`src/rtl/riscv_div_unit.sv`:
```
// Iterative restoring divider for RV32M DIV/DIVU/REM/REMU.
// One quotient bit per cycle; divide-by-zero and signed overflow finish immediately.
module riscv_div_unit #(
    parameter int WIDTH = 32,
    parameter int CNT_W = 5
) (
    input  logic             clk,
    input  logic             reset,
    input  logic             Start,
    input  logic [1:0]       DivOp,
    input  logic [WIDTH-1:0] SrcA,
    input  logic [WIDTH-1:0] SrcB,
    input  logic             Flush,
    output logic             Busy,
    output logic             Done,
    output logic [WIDTH-1:0] Result
);

    typedef enum logic [1:0] {S_IDLE, S_CALC, S_FIX, S_DONE} state_t;

    state_t           state_q, state_d;
    logic             sel_rem_q, sel_rem_d;
    logic             qsign_q, qsign_d;
    logic             rsign_q, rsign_d;
    logic [CNT_W-1:0] cnt_q, cnt_d;
    logic [WIDTH-1:0] dvd_q, dvd_d;
    logic [WIDTH-1:0] dvs_q, dvs_d;
    logic [WIDTH-1:0] rem_q, rem_d;
    logic [WIDTH-1:0] result_q, result_d;

    logic             signed_op, a_neg, b_neg, div_zero, sgn_ovf;
    logic [WIDTH-1:0] mag_a, mag_b, quo_fix, rem_fix;
    logic [WIDTH:0]   rem_shift, trial;

    assign signed_op = ~DivOp[0];
    assign a_neg     = signed_op & SrcA[WIDTH-1];
    assign b_neg     = signed_op & SrcB[WIDTH-1];
    assign mag_a     = a_neg ? (~SrcA + 1'b1) : SrcA;
    assign mag_b     = b_neg ? (~SrcB + 1'b1) : SrcB;
    assign div_zero  = (SrcB == '0);
    assign sgn_ovf   = signed_op && (SrcA == {1'b1, {(WIDTH-1){1'b0}}}) && (SrcB == '1);

    // dvd_q shifts dividend bits out of the top and quotient bits in at the bottom.
    assign rem_shift = {rem_q, dvd_q[WIDTH-1]};
    assign trial     = rem_shift - {1'b0, dvs_q};
    assign quo_fix   = qsign_q ? (~dvd_q + 1'b1) : dvd_q;
    assign rem_fix   = rsign_q ? (~rem_q + 1'b1) : rem_q;

    always_comb begin
        state_d   = state_q;
        sel_rem_d = sel_rem_q;
        qsign_d   = qsign_q;
        rsign_d   = rsign_q;
        cnt_d     = cnt_q;
        dvd_d     = dvd_q;
        dvs_d     = dvs_q;
        rem_d     = rem_q;
        result_d  = result_q;
        case (state_q)
            S_IDLE, S_DONE: begin
                state_d = S_IDLE;
                if (Start && !Flush) begin
                    sel_rem_d = DivOp[1];
                    dvd_d     = mag_a;
                    dvs_d     = mag_b;
                    qsign_d   = a_neg ^ b_neg;
                    rsign_d   = a_neg;
                    rem_d     = '0;
                    cnt_d     = CNT_W'(WIDTH - 1);
                    if (div_zero) begin
                        result_d = DivOp[1] ? SrcA : '1;
                        state_d  = S_DONE;
                    end else if (sgn_ovf) begin
                        result_d = DivOp[1] ? '0 : SrcA;
                        state_d  = S_DONE;
                    end else begin
                        state_d  = S_CALC;
                    end
                end
            end
            S_CALC: begin
                if (Flush) begin
                    state_d = S_IDLE;
                end else begin
                    if (!trial[WIDTH]) begin
                        rem_d = trial[WIDTH-1:0];
                        dvd_d = {dvd_q[WIDTH-2:0], 1'b1};
                    end else begin
                        rem_d = rem_shift[WIDTH-1:0];
                        dvd_d = {dvd_q[WIDTH-2:0], 1'b0};
                    end
                    if (cnt_q == '0) begin
                        state_d = S_FIX;
                    end else begin
                        cnt_d = cnt_q - 1'b1;
                    end
                end
            end
            S_FIX: begin
                if (Flush) begin
                    state_d = S_IDLE;
                end else begin
                    result_d = sel_rem_q ? rem_fix : quo_fix;
                    state_d  = S_DONE;
                end
            end
            default: state_d = S_IDLE;
        endcase
    end

    always_ff @(posedge clk) begin
        if (reset) begin
            state_q   <= S_IDLE;
            sel_rem_q <= 1'b0;
            qsign_q   <= 1'b0;
            rsign_q   <= 1'b0;
            cnt_q     <= '0;
            dvd_q     <= '0;
            dvs_q     <= '0;
            rem_q     <= '0;
            result_q  <= '0;
        end else begin
            state_q   <= state_d;
            sel_rem_q <= sel_rem_d;
            qsign_q   <= qsign_d;
            rsign_q   <= rsign_d;
            cnt_q     <= cnt_d;
            dvd_q     <= dvd_d;
            dvs_q     <= dvs_d;
            rem_q     <= rem_d;
            result_q  <= result_d;
        end
    end

    assign Busy   = (state_q == S_CALC) || (state_q == S_FIX);
    assign Done   = (state_q == S_DONE);
    assign Result = result_q;

endmodule
```
`config.mk`:
```
export PLATFORM = sky130hd
export DESIGN_NAME = riscv_div_unit
export DESIGN_NICKNAME = d
export VERILOG_FILES = /design/src/rtl/riscv_div_unit.sv
export SDC_FILE = /design/constraint.sdc
export NUM_CORES = 1
export LEC_CHECK = 0
export ABC_AREA = 1
export CORE_UTILIZATION = 59
export CTS_CLUSTER_SIZE = 20
export DETAILED_ROUTE_END_ITERATION = 6
export PLACE_DENSITY = 0.81
export SYNTH_ARGS = -nofsm -noshare
export SYNTH_HDL_FRONTEND = slang
export SYNTH_SLANG_ARGS = --single-unit
```
`constraint.sdc`:
```
create_clock -name clk -period 3 [get_ports clk]
set_clock_uncertainty 0.05 [all_clocks]
set_input_delay 0.45 -clock clk [delete_from_list [all_inputs] [get_ports clk]]
set_output_delay 0.45 -clock clk [all_outputs]
set_load 0.05 [all_outputs]
```
# After elaboration in Yosys (flattened, before gate mapping)

Cells that the tools add are included.

Register bits: 138
Bits in latches: 0
Bits in writable memories: 0
ROM bits: 0
Input port bits: 70
Output and inout bits: 34
Logic and storage cells: 80
Memories kept: 0

Add/subtract/negate cells: 6
$mul: 0
Divide/modulo/power cells: 0
$lt $le $gt $ge: 0
Equal/unequal tests: 11
Shift operators: 0
Mux-type cells: 31
Bitwise gates (word level): 8
Reductions and logical operators: 15

Operators by type and width:

| kind                                                                   | count |
|---|---|
| 32-bit two-way mux                                                     | 16 |
| 32-bit case mux with 2 select lines                                    | 3 |
| 32-bit by 1-bit adder with 32-bit output (second input constant)       | 4 |
| 32-bit NOT                                                             | 4 |
| 32-bit equality test (second input constant)                           | 2 |
| 33-bit by 32-bit subtractor with 33-bit output                         | 1 |
| 32-bit zero test                                                       | 1 |
| 5-bit two-way mux                                                      | 3 |
| 2-bit two-way mux                                                      | 6 |
| 5-bit case mux with 2 select lines                                     | 1 |
| 2-bit != test (second input constant)                                  | 4 |
| 4-bit AND reduction                                                    | 2 |
| 3-bit != test (second input constant)                                  | 2 |
| 2-bit case mux with 3 select lines                                     | 1 |
| 5-bit zero test                                                        | 1 |
| 5-bit by 1-bit subtractor with 5-bit output (second input constant)    | 1 |
| 2-bit equality test (second input constant)                            | 2 |
| 2-bit nonzero test                                                     | 2 |
| 1-bit logical AND                                                      | 3 |
| 3-bit AND reduction                                                    | 1 |
| 1-bit AND                                                              | 2 |
| 2-bit by 1-bit equality test with 1-bit output (second input constant) | 1 |
| 2-bit zero test                                                        | 1 |
| 2-bit AND reduction                                                    | 1 |
| other kinds (6)                                                        | 6 |

# Longest topological paths before layout

Gate-level depths: netlist of the first run.

Depth in word-level cells: 7
Mapped depth: 18
Depth with buffers taken out: 17

# Worst setup path before layout of the first run

Ideal clock, no wire load.

Path type: reg2reg
Start point: register dvd_q[31]
End point: register rem_q[23]
Setup time: 0.132 ns
Data arrival time: 2.119 ns
Required time: 2.818 ns
Slack: 0.699 ns
Cell stages (with the launch flop): 19
Path buffers: 1
Clock period less this slack: 2.301 ns
Cell sequence: dfxtp_1 > inv_1 > ha_1 > fa_1 > inv_1 > nand2_1 > nand2_1 > nand3_1 > nand2_2 > nand2_2 > nand2_2 > nand2_4 > nand2_4 > nand2_8 > nand2_4 > buf_6 > nand2_1 > nand3_1 > a21oi_1

Longest elaborated chain between the ends: 4

Ends and longest elaborated chain:

| what                                           | line | source |
|---|---|---|
| from (decl)                                    | 26   | `logic [WIDTH-1:0] dvd_q, dvd_d;` |
| from (signal assigned)                         | 128  | `dvd_q <= dvd_d;` |
| 33-bit by 32-bit subtractor with 33-bit output | 45   | `assign trial = rem_shift - {1'b0, dvs_q};` |
| 32-bit two-way mux                             | 85   | `if (!trial[WIDTH]) begin` |
| 32-bit two-way mux                             | 82   | `if (Flush) begin` |
| 32-bit case mux with 2 select lines            | 59   | `case (state_q)` |
| to (signal assigned)                           | 130  | `rem_q <= rem_d;` |
| to (decl)                                      | 28   | `logic [WIDTH-1:0] rem_q, rem_d;` |

Every way passes these cells. The select of a mux whose other input is x is not followed.
A chain may end at the register's enable or synchronous reset.

# Worst setup path after layout of the first run

Start point: register dvd_q[31]
End point: register rem_q[19]

Same word-level chain as after synthesis.

==> impl_metrics.py, run 1 <==
metrics = {
    "grt": {
        "grt_pass1_vias": 14030,
        "antenna_found_initial": 1,
        "grt_start_max_net_pins": 73,
        "grt_first_pass_wirelength_mm": 74.67,
        "grt_usage_pct": 42.67,
        "grt.overflow.total": 0,
    },
    "die": {
        "floorplan.initialDensity_pct": 60.17,
        "ios": 104,
        "core_sq_um": 21890,
        "dieArea_sq_um": 22930,
        "dieWidth_um": 151.4,
        "rows": 54,
        "chipHeight_um": 151.4,
    },
    "worst_setup_path": {
        "critPathArrivalTime_ns": 3.00,
        "cp.required_ns": 3.23,
        "critical_path.startpoint": "dvd_q[31]",
        "worst-setup-path-type": "reg -> reg",
        "crit_buf_inv": 2,
        "timing.critical_path.to_type": "flop",
        "worst_path_slowest_cell": "sky130_fd_sc_hd__fa_1",
        "worstSetupStartpointType": "flop",
        "cp_slowest_stage_delay_ns": 0.42,
        "cp_cell_sequence": "inv_1, ha_1, fa_1, inv_1, nand2_1, nand2_1, nand3_1, nand2_2, nand2_2, nand2_2, nand2_4, nand2_4, nand2_8, nand2_4, nand2_1, nand3_1, a21oi_1",
        "r2r_start": "dvd_q[31]",
        "cp_max_fo": 18,
        "cp_top_family": "simple AND/OR/NAND/NOR gates",
    },
    "sta": {
        "hold_ws_ns": 0.4240,
        "tightestPinTransition_ns": 0.8469,
        "fin_tns_setup_ns": 0,
        "slew_violations": 0,
        "maxClockFrequency_ghz": 0.3602,
        "fin_crit_sh_pct": 92.54,
        "final.min_clock_period_ns": 2.776,
        "headroom_to_the_max_slew_limit_pct": 43.54,
        "finalSetupViolCount": 0,
        "rsz0062_at_grt": "false",
        "finalHoldViolations": 0,
    },
    "placement": {
        "io_buffer_count": 103,
        "gp_congestion": 1.058,
        "detailedPlacementHpwl_mm": 38.16,
    },
    "logic_synthesis": {
        "ys.warnings.count": 0,
        "mappedNetlistArea_sq_um": 13170,
        "synth_nets": 2457,
        "ys_top_cells_by_area": "sky130_fd_sc_hd__dfxtp_1 21%, sky130_fd_sc_hd__nand2_1 19%, sky130_fd_sc_hd__inv_1 8.9%",
        "synth_area_leader_cell": "sky130_fd_sc_hd__dfxtp_1",
        "synth-async-reset-ratio_pct": 0,
        "synth_cells": 2344,
        "yosys_most_used_dff": "sky130_fd_sc_hd__dfxtp_1",
        "ys_ff_latch": 138,
        "share_of_the_synthesized_area_in_the_top_cell_type_pct": 20.97,
        "synth-seq-area-share_pct": 20.97,
        "netlist_top_cells_count": "661 x sky130_fd_sc_hd__nand2_1, 311 x sky130_fd_sc_hd__inv_1, 250 x sky130_fd_sc_hd__nor2_1",
        "yosys.cell_count.top_type": "sky130_fd_sc_hd__nand2_1",
        "post_synth.cell_area_avg_sq_um": 5.620,
        "synth_enable_flop_cells": 0,
        "synth_cell_types": 47,
    },
    "clock_tree": {
        "post_cts_resized": 0,
        "cts_tree": "yes",
        "clock_tree.htree_level_count": 4,
        "clock-sinks": 138,
        "cts-buffers-inserted": 17,
        "cts.repair_timing.setup_buffer_count": 0,
        "clk_path_buf_depth": 2,
        "cts-root-buf": "sky130_fd_sc_hd__clkbuf_16",
        "postCtsHoldBufs": 0,
        "cts.reportedPaths.clkPinSlew_ns": 0.06,
        "clk_latency_worst_skew_pair_ns": 0.44,
    },
    "routing": {
        "drt_pre_antenna_iters": 6,
        "postRouteWirelength_mm": 48.61,
        "via_count": 15900,
        "initialDrtViolationCount": 2136,
        "drc": 0,
        "antenna_violating_nets_post_route": 0,
        "post_drt_via_cell_ratio": 5.867,
        "wl_per_cell_um": 17.95,
    },
    "min_path": {
        "min-delay-start": "dvs_q[31]",
        "worst_hold_path_type": "reg -> reg",
    },
    "final_layout": {
        "nets": 2528,
        "area.sequential_sq_um": 2763,
        "syn_to_final_growth_pct": 14.13,
        "multi_input_comb_area_sq_um": 8773,
        "drive_above_1_share_pct": 5.189,
        "layout.filler_cells": 2090,
    },
    "power": {
        "power_per_cell_area_nw_per_um2": 391.7,
        "total_power_mw": 5.889,
        "power_leakage_nw": 7.330,
        "maximum_vdd_drop_v": 0.0003766,
    },
    "run": {
        "max-cap-violations": 0,
    },
    "status": {
        "outcome": "finished, final reports clean",
    },
}
## path summary, 6_finish.rpt
kind | end | slack, ns | cells past startpoint
min reg2reg | dvs_q[31] | 0.42 | 2
max reg2reg | rem_q[19] | 0.22 | 17
max | rem_q[19] | 0.22 | 17
min | dvs_q[31] | 0.42 | 2
## cells by family (layout without fill, tap and decap cells)
family	count (synthesis)	count (layout)	synth area share, %
flops	138	138	20.97
xor+xnor	50	50	3.324
other cells	0	1	0
simple gates	1244	1244	40.44
compound gates	452	452	18.31
buf+inv	412	496	12.42
fa+ha+maj	48	48	4.521
## sequential cells by signal (all words and copies together) (netlist names)
register	flops
cnt_q	5
sel_rem_q	1
Result	32
dvd_q	32
qsign_q	1
dvs_q	32
rem_q	32
state_q	2
rsign_q	1
## through the flow
stage | utilization [%] | cell area [sq um] | instances | setup WS [ns]
3_3_place_gp | 65.96 | 14440 | 2676 | 0.1050
3_5_place_dp | 65.96 | 14440 | 2676 | 0.04232
5_1_grt | 68.67 | 15030 | 2708 | 0.02261
4_1_cts | 68.67 | 15030 | 2708 | 0.2662
2_1_floorplan | - | 13170 | 2344 | 0.6986
6_report | 68.68 | 15030 | 2709 | 0.2237
## final cells by class
class                      instances  share of cell area [%]
inverter                         323                   8.098
timing repair buffer             141                   8.888
clock inverter                    12                  0.8322
clock buffer                      20                   3.104
tap                              280                   2.330
sequential                       138                   18.38
multi-input combinational       1794                   58.36
antenna                            1                 0.01664
## worst reg2reg max path: stages (launching register included)
cell	delay, ns
sky130_fd_sc_hd__dfxtp_1	0.34
sky130_fd_sc_hd__inv_1	0.09
sky130_fd_sc_hd__ha_1	0.24
sky130_fd_sc_hd__fa_1	0.42
sky130_fd_sc_hd__inv_1	0.15
sky130_fd_sc_hd__nand2_1	0.07
sky130_fd_sc_hd__nand2_1	0.08
sky130_fd_sc_hd__nand3_1	0.09
sky130_fd_sc_hd__nand2_2	0.14
sky130_fd_sc_hd__nand2_2	0.08
sky130_fd_sc_hd__nand2_2	0.09
sky130_fd_sc_hd__nand2_4	0.08
sky130_fd_sc_hd__nand2_4	0.11
sky130_fd_sc_hd__nand2_8	0.12
sky130_fd_sc_hd__nand2_4	0.23
sky130_fd_sc_hd__nand2_1	0.11
sky130_fd_sc_hd__nand3_1	0.08
sky130_fd_sc_hd__a21oi_1	0.07
## power breakdown
part	total, mW	switching (mW)	internal (mW)
Clock	2.16	0.932	1.23
Combinational	1.71	1.15	0.554
Sequential	2.02	0.0939	1.93
## cells in the final DEF, fill, tap and decap left out, types with 3 or more instances in the layout
cell and instances:
sky130_fd_sc_hd__inv_2 10, sky130_fd_sc_hd__nor2_1 250, sky130_fd_sc_hd__clkinvlp_4 3, sky130_fd_sc_hd__nand2_4 6, sky130_fd_sc_hd__nor3_1 31, sky130_fd_sc_hd__nand3b_1 16, sky130_fd_sc_hd__a31oi_1 6, sky130_fd_sc_hd__nand3_2 3
sky130_fd_sc_hd__nand2_1 661, sky130_fd_sc_hd__nor2_4 5, sky130_fd_sc_hd__and2_1 5, sky130_fd_sc_hd__maj3_1 5, sky130_fd_sc_hd__clkbuf_16 17, sky130_fd_sc_hd__o211ai_1 23, sky130_fd_sc_hd__o221ai_1 3, sky130_fd_sc_hd__clkbuf_8 3
sky130_fd_sc_hd__or2_2 6, sky130_fd_sc_hd__inv_1 311, sky130_fd_sc_hd__ha_1 42, sky130_fd_sc_hd__buf_4 36, sky130_fd_sc_hd__o21ai_0 199, sky130_fd_sc_hd__nand2_2 9, sky130_fd_sc_hd__o21bai_1 6, sky130_fd_sc_hd__o21ai_1 13
sky130_fd_sc_hd__a21oi_1 177, sky130_fd_sc_hd__xor2_1 34, sky130_fd_sc_hd__dfxtp_1 138, sky130_fd_sc_hd__xnor2_1 16, sky130_fd_sc_hd__inv_6 6, sky130_fd_sc_hd__o31ai_1 4, sky130_fd_sc_hd__clkdlybuf4s50_1 102, sky130_fd_sc_hd__nor2_2 8
sky130_fd_sc_hd__o22ai_1 13, sky130_fd_sc_hd__nand3_1 208, sky130_fd_sc_hd__nand4_1 29
## routing by layer
layer	wire length, um	GRT usage [%]
met5	0	0
met4	1503	14.55
met3	6499	12.20
met2	20250	62.58
met1	20360	59.08
Power figures use the tool's default switching activity.
==> run 2, diff against run 1 <==
--- a/config.mk
+++ b/config.mk
@@ -5,11 +5,11 @@
 export SDC_FILE = /design/constraint.sdc
 export NUM_CORES = 1
 export LEC_CHECK = 0
-export ABC_AREA = 1
+export CAP_MARGIN = 20
 export CORE_UTILIZATION = 59
 export CTS_CLUSTER_SIZE = 20
 export DETAILED_ROUTE_END_ITERATION = 6
-export PLACE_DENSITY = 0.81
+export PLACE_DENSITY = 0.82
 export SYNTH_ARGS = -nofsm -noshare
 export SYNTH_HDL_FRONTEND = slang
 export SYNTH_SLANG_ARGS = --single-unit
==> run 2 against run 1 <==
Effect of this change:
- combinational power shrank 12%
- synthesized cell count shrank 34%
- first-iteration DRC count is 25% lower
- total power decreased by 2.0%
- non-clock buffer count is 206 higher
- global-route usage shrank 1.3 points
- area after synthesis decreased by 15%
- register-to-register slack got worse by 0.51 ns
- count of clock-buffer cells in the layout unchanged
- the run now ends with negative setup slack left
- critical endpoint is now rem_q[18]
- utilization grew 11 points
==> impl_metrics.py, run 2 <==
metrics = {
    "clock_tree": {
        "cts.reportedPaths.clkPinSlew_ns": 0.06,
        "clock_tree.htree_level_count": 4,
        "cts_tree": "yes",
        "clk_path_buf_depth": 2,
        "cts-root-buf": "sky130_fd_sc_hd__clkbuf_16",
        "clk_latency_worst_skew_pair_ns": 0.43,
        "cts-buffers-inserted": 17,
        "clock-sinks": 138,
    },
    "worst_setup_path": {
        "cp_max_fo": 13,
        "critPathArrivalTime_ns": 3.60,
        "rr_worst_depth": 13,
        "crit_path_to": "rem_q[18]",
        "worst-setup-path-type": "reg -> reg",
        "worstSetupStartpointType": "flop",
        "rr_endpoint": "rem_q[18]",
        "rrSetupSlack_ns": -0.28,
        "critical_path.startpoint": "dvd_q[31]",
        "cp.required_ns": 3.32,
        "r2r_start": "dvd_q[31]",
        "timing.critical_path.to_type": "flop",
    },
    "routing": {
        "routed.top_layer": "met4",
        "initialDrtViolationCount": 1611,
        "dr_wl_met3_mm": 3.512,
        "wl_per_cell_um": 19.97,
        "post_drt_via_cell_ratio": 6.478,
        "postRouteWirelength_mm": 40.92,
        "wirelength_met1_mm": 15.88,
        "antenna_violating_nets_post_route": 0,
        "met2WireLength_mm": 18.80,
        "drc": 0,
        "drt_pre_antenna_iters": 6,
        "via_count": 13270,
    },
    "logic_synthesis": {
        "share_of_the_synthesized_area_in_the_top_cell_type_pct": 24.61,
        "ys.warnings.count": 0,
        "yosys_most_used_dff": "sky130_fd_sc_hd__dfxtp_1",
        "netlist_top_cells_count": "186 x sky130_fd_sc_hd__nand2_1, 140 x sky130_fd_sc_hd__nor2_1, 138 x sky130_fd_sc_hd__dfxtp_1",
        "post_synth.cell_area_avg_sq_um": 7.285,
        "synth_cells": 1541,
        "synth_cell_types": 76,
        "yosys.cell_count.top_type": "sky130_fd_sc_hd__nand2_1",
        "synth_area_leader_cell": "sky130_fd_sc_hd__dfxtp_1",
        "mappedNetlistArea_sq_um": 11230,
        "synth_nets": 1654,
        "ys_ff_latch": 138,
        "synth_enable_flop_cells": 0,
        "ys_top_cells_by_area": "sky130_fd_sc_hd__dfxtp_1 25%, sky130_fd_sc_hd__nand2_1 6.2%, sky130_fd_sc_hd__xnor2_1 6.1%",
        "synth-async-reset-ratio_pct": 0,
        "synth-seq-area-share_pct": 24.61,
    },
    "sta": {
        "final.min_clock_period_ns": 3.283,
        "rsz0062_at_grt": "true",
        "tightestPinTransition_ns": 1.170,
        "slew_violations": 0,
        "worst_slack_ns": -0.2829,
        "fin_tns_setup_ns": -4.297,
        "fin_crit_sh_pct": 109.4,
        "finalSetupViolCount": 33,
        "headroom_to_the_max_slew_limit_pct": 21.88,
        "maxClockFrequency_ghz": 0.3046,
        "finalHoldViolations": 0,
    },
    "final_layout": {
        "nets": 1916,
        "layout.filler_cells": 1241,
        "syn_to_final_growth_pct": 33.56,
        "antenna_cells": 0,
        "drive_above_1_share_pct": 18.40,
        "final_core_util_pct": 80.15,
        "layout.cells.most_common": "sky130_fd_sc_hd__buf_4",
        "layout_common_cells": "230 x sky130_fd_sc_hd__buf_4, 185 x sky130_fd_sc_hd__nand2_1, 139 x sky130_fd_sc_hd__nor2_1",
    },
    "power": {
        "maximum_vdd_drop_v": 0.0004656,
        "power_per_cell_area_nw_per_um2": 384.8,
        "total_power_mw": 5.770,
        "power_leakage_nw": 5.833,
    },
    "grt": {
        "grt_pass1_vias": 12640,
        "antenna_found_initial": 0,
        "grt_first_pass_wirelength_mm": 64.69,
        "grt.overflow.total": 0,
        "grt_usage_pct": 41.32,
        "grt_start_max_net_pins": 69,
    },
    "die": {
        "rows": 50,
        "dieWidth_um": 139.9,
        "ios": 104,
        "chipHeight_um": 139.9,
        "dieArea_sq_um": 19580,
        "floorplan.initialDensity_pct": 60.01,
        "core_sq_um": 18710,
    },
    "placement": {
        "io_buffer_count": 103,
        "gp_congestion": 0.9616,
        "detailedPlacementHpwl_mm": 29.36,
    },
    "status": {
        "failed_checks": "negative setup slack",
        "outcome": "complete, but fails checks",
    },
    "min_path": {
        "worst_hold_path_type": "in -> reg",
    },
    "run": {
        "max-cap-violations": 0,
    },
}
[run 2: worst min-delay path by stage]
stage / start / end / slack [ns] / cells after the start
floorplan: dvs_q[31] / dvs_q[31] / 0.38 / 2
CTS: reset / qsign_q / 0.40 / 2
global route: reset / dvd_q[0] / 0.43 / 2
detailed placement: dvs_q[31] / dvs_q[31] / 0.40 / 2
finish: reset / qsign_q / 0.40 / 2
global placement: dvs_q[31] / dvs_q[31] / 0.39 / 2
[run 2: power breakdown]
part           internal, mW  switching, mW
Clock                  1.43          0.852
Sequential             1.91         0.0811
Combinational         0.660          0.838
[run 2: layout make-up]
class | count | area (sq um) | area share [%]
Tap cell | 234 | 292.8 | 1.953
Inverter | 62 | 232.7 | 1.552
Multi-Input combinational cell | 1237 | 8071 | 53.83
Clock buffer | 20 | 456.7 | 3.046
Clock inverter | 11 | 170.2 | 1.135
Sequential cell | 138 | 2764 | 18.43
Timing Repair Buffer | 347 | 3005 | 20.05
[run 2: stage by stage]
| stage | hold slack, ns | instance area (sq um) | instances | setup WS, ns |
|---|---|---|---|---|
| 3_5_place_dp | 0.4016 | 14000 | 2004 | -0.4342 |
| 4_1_cts | 0.3988 | 14800 | 2045 | -0.1262 |
| 3_3_place_gp | 0.3937 | 14000 | 2004 | -0.2569 |
| 5_1_grt | 0.4320 | 14990 | 2049 | -0.3367 |
| 2_1_floorplan | 0.3819 | 11280 | 1541 | 0.01596 |
| 6_report | 0.4028 | 14990 | 2049 | -0.2829 |
[run 2: critical path, cell delays in order (launching register included)]
cell,delay [ns]
sky130_fd_sc_hd__dfxtp_2,0.33
sky130_fd_sc_hd__inv_2,0.06
sky130_fd_sc_hd__ha_4,0.16
sky130_fd_sc_hd__fa_2,0.36
sky130_fd_sc_hd__nand2b_4,0.16
sky130_fd_sc_hd__a2111oi_4,0.45
sky130_fd_sc_hd__o31ai_4,0.11
sky130_fd_sc_hd__a31oi_1,0.19
sky130_fd_sc_hd__buf_4,0.16
sky130_fd_sc_hd__o2111ai_4,0.20
sky130_fd_sc_hd__and3_4,0.27
sky130_fd_sc_hd__buf_12,0.16
sky130_fd_sc_hd__nor4_1,0.39
sky130_fd_sc_hd__a311o_1,0.16
[run 2: per-layer routing]
metal	up-vias	global-route usage, %
met5	-	0
met4	0	27.30
met3	202	7.932
met2	777	66.76
met1	6152	50.21
li1	6142	-
[run 2: what timing repair did]
action	4_1_cts	5_1_grt
endpoints found under the setup margin	34	70
pin swaps	16	21
buffers inserted	9	3
gates resized for setup	13	28
hold buffers	0	0
cloned	1	2
[run 2: cells by family (layout without fill, tap and decap cells)]
logic type,after synthesis,count (layout),share of synthesized area (%)
AOI/OAI and AO/OA,476,476,27.88
muxes,7,7,0.6242
adders and majority gates,60,60,6.375
and+or+nand+nor,556,556,23.85
xor gates and xnor gates,138,138,10.77
DFF,138,138,24.61
buffers and inverters,166,440,5.896
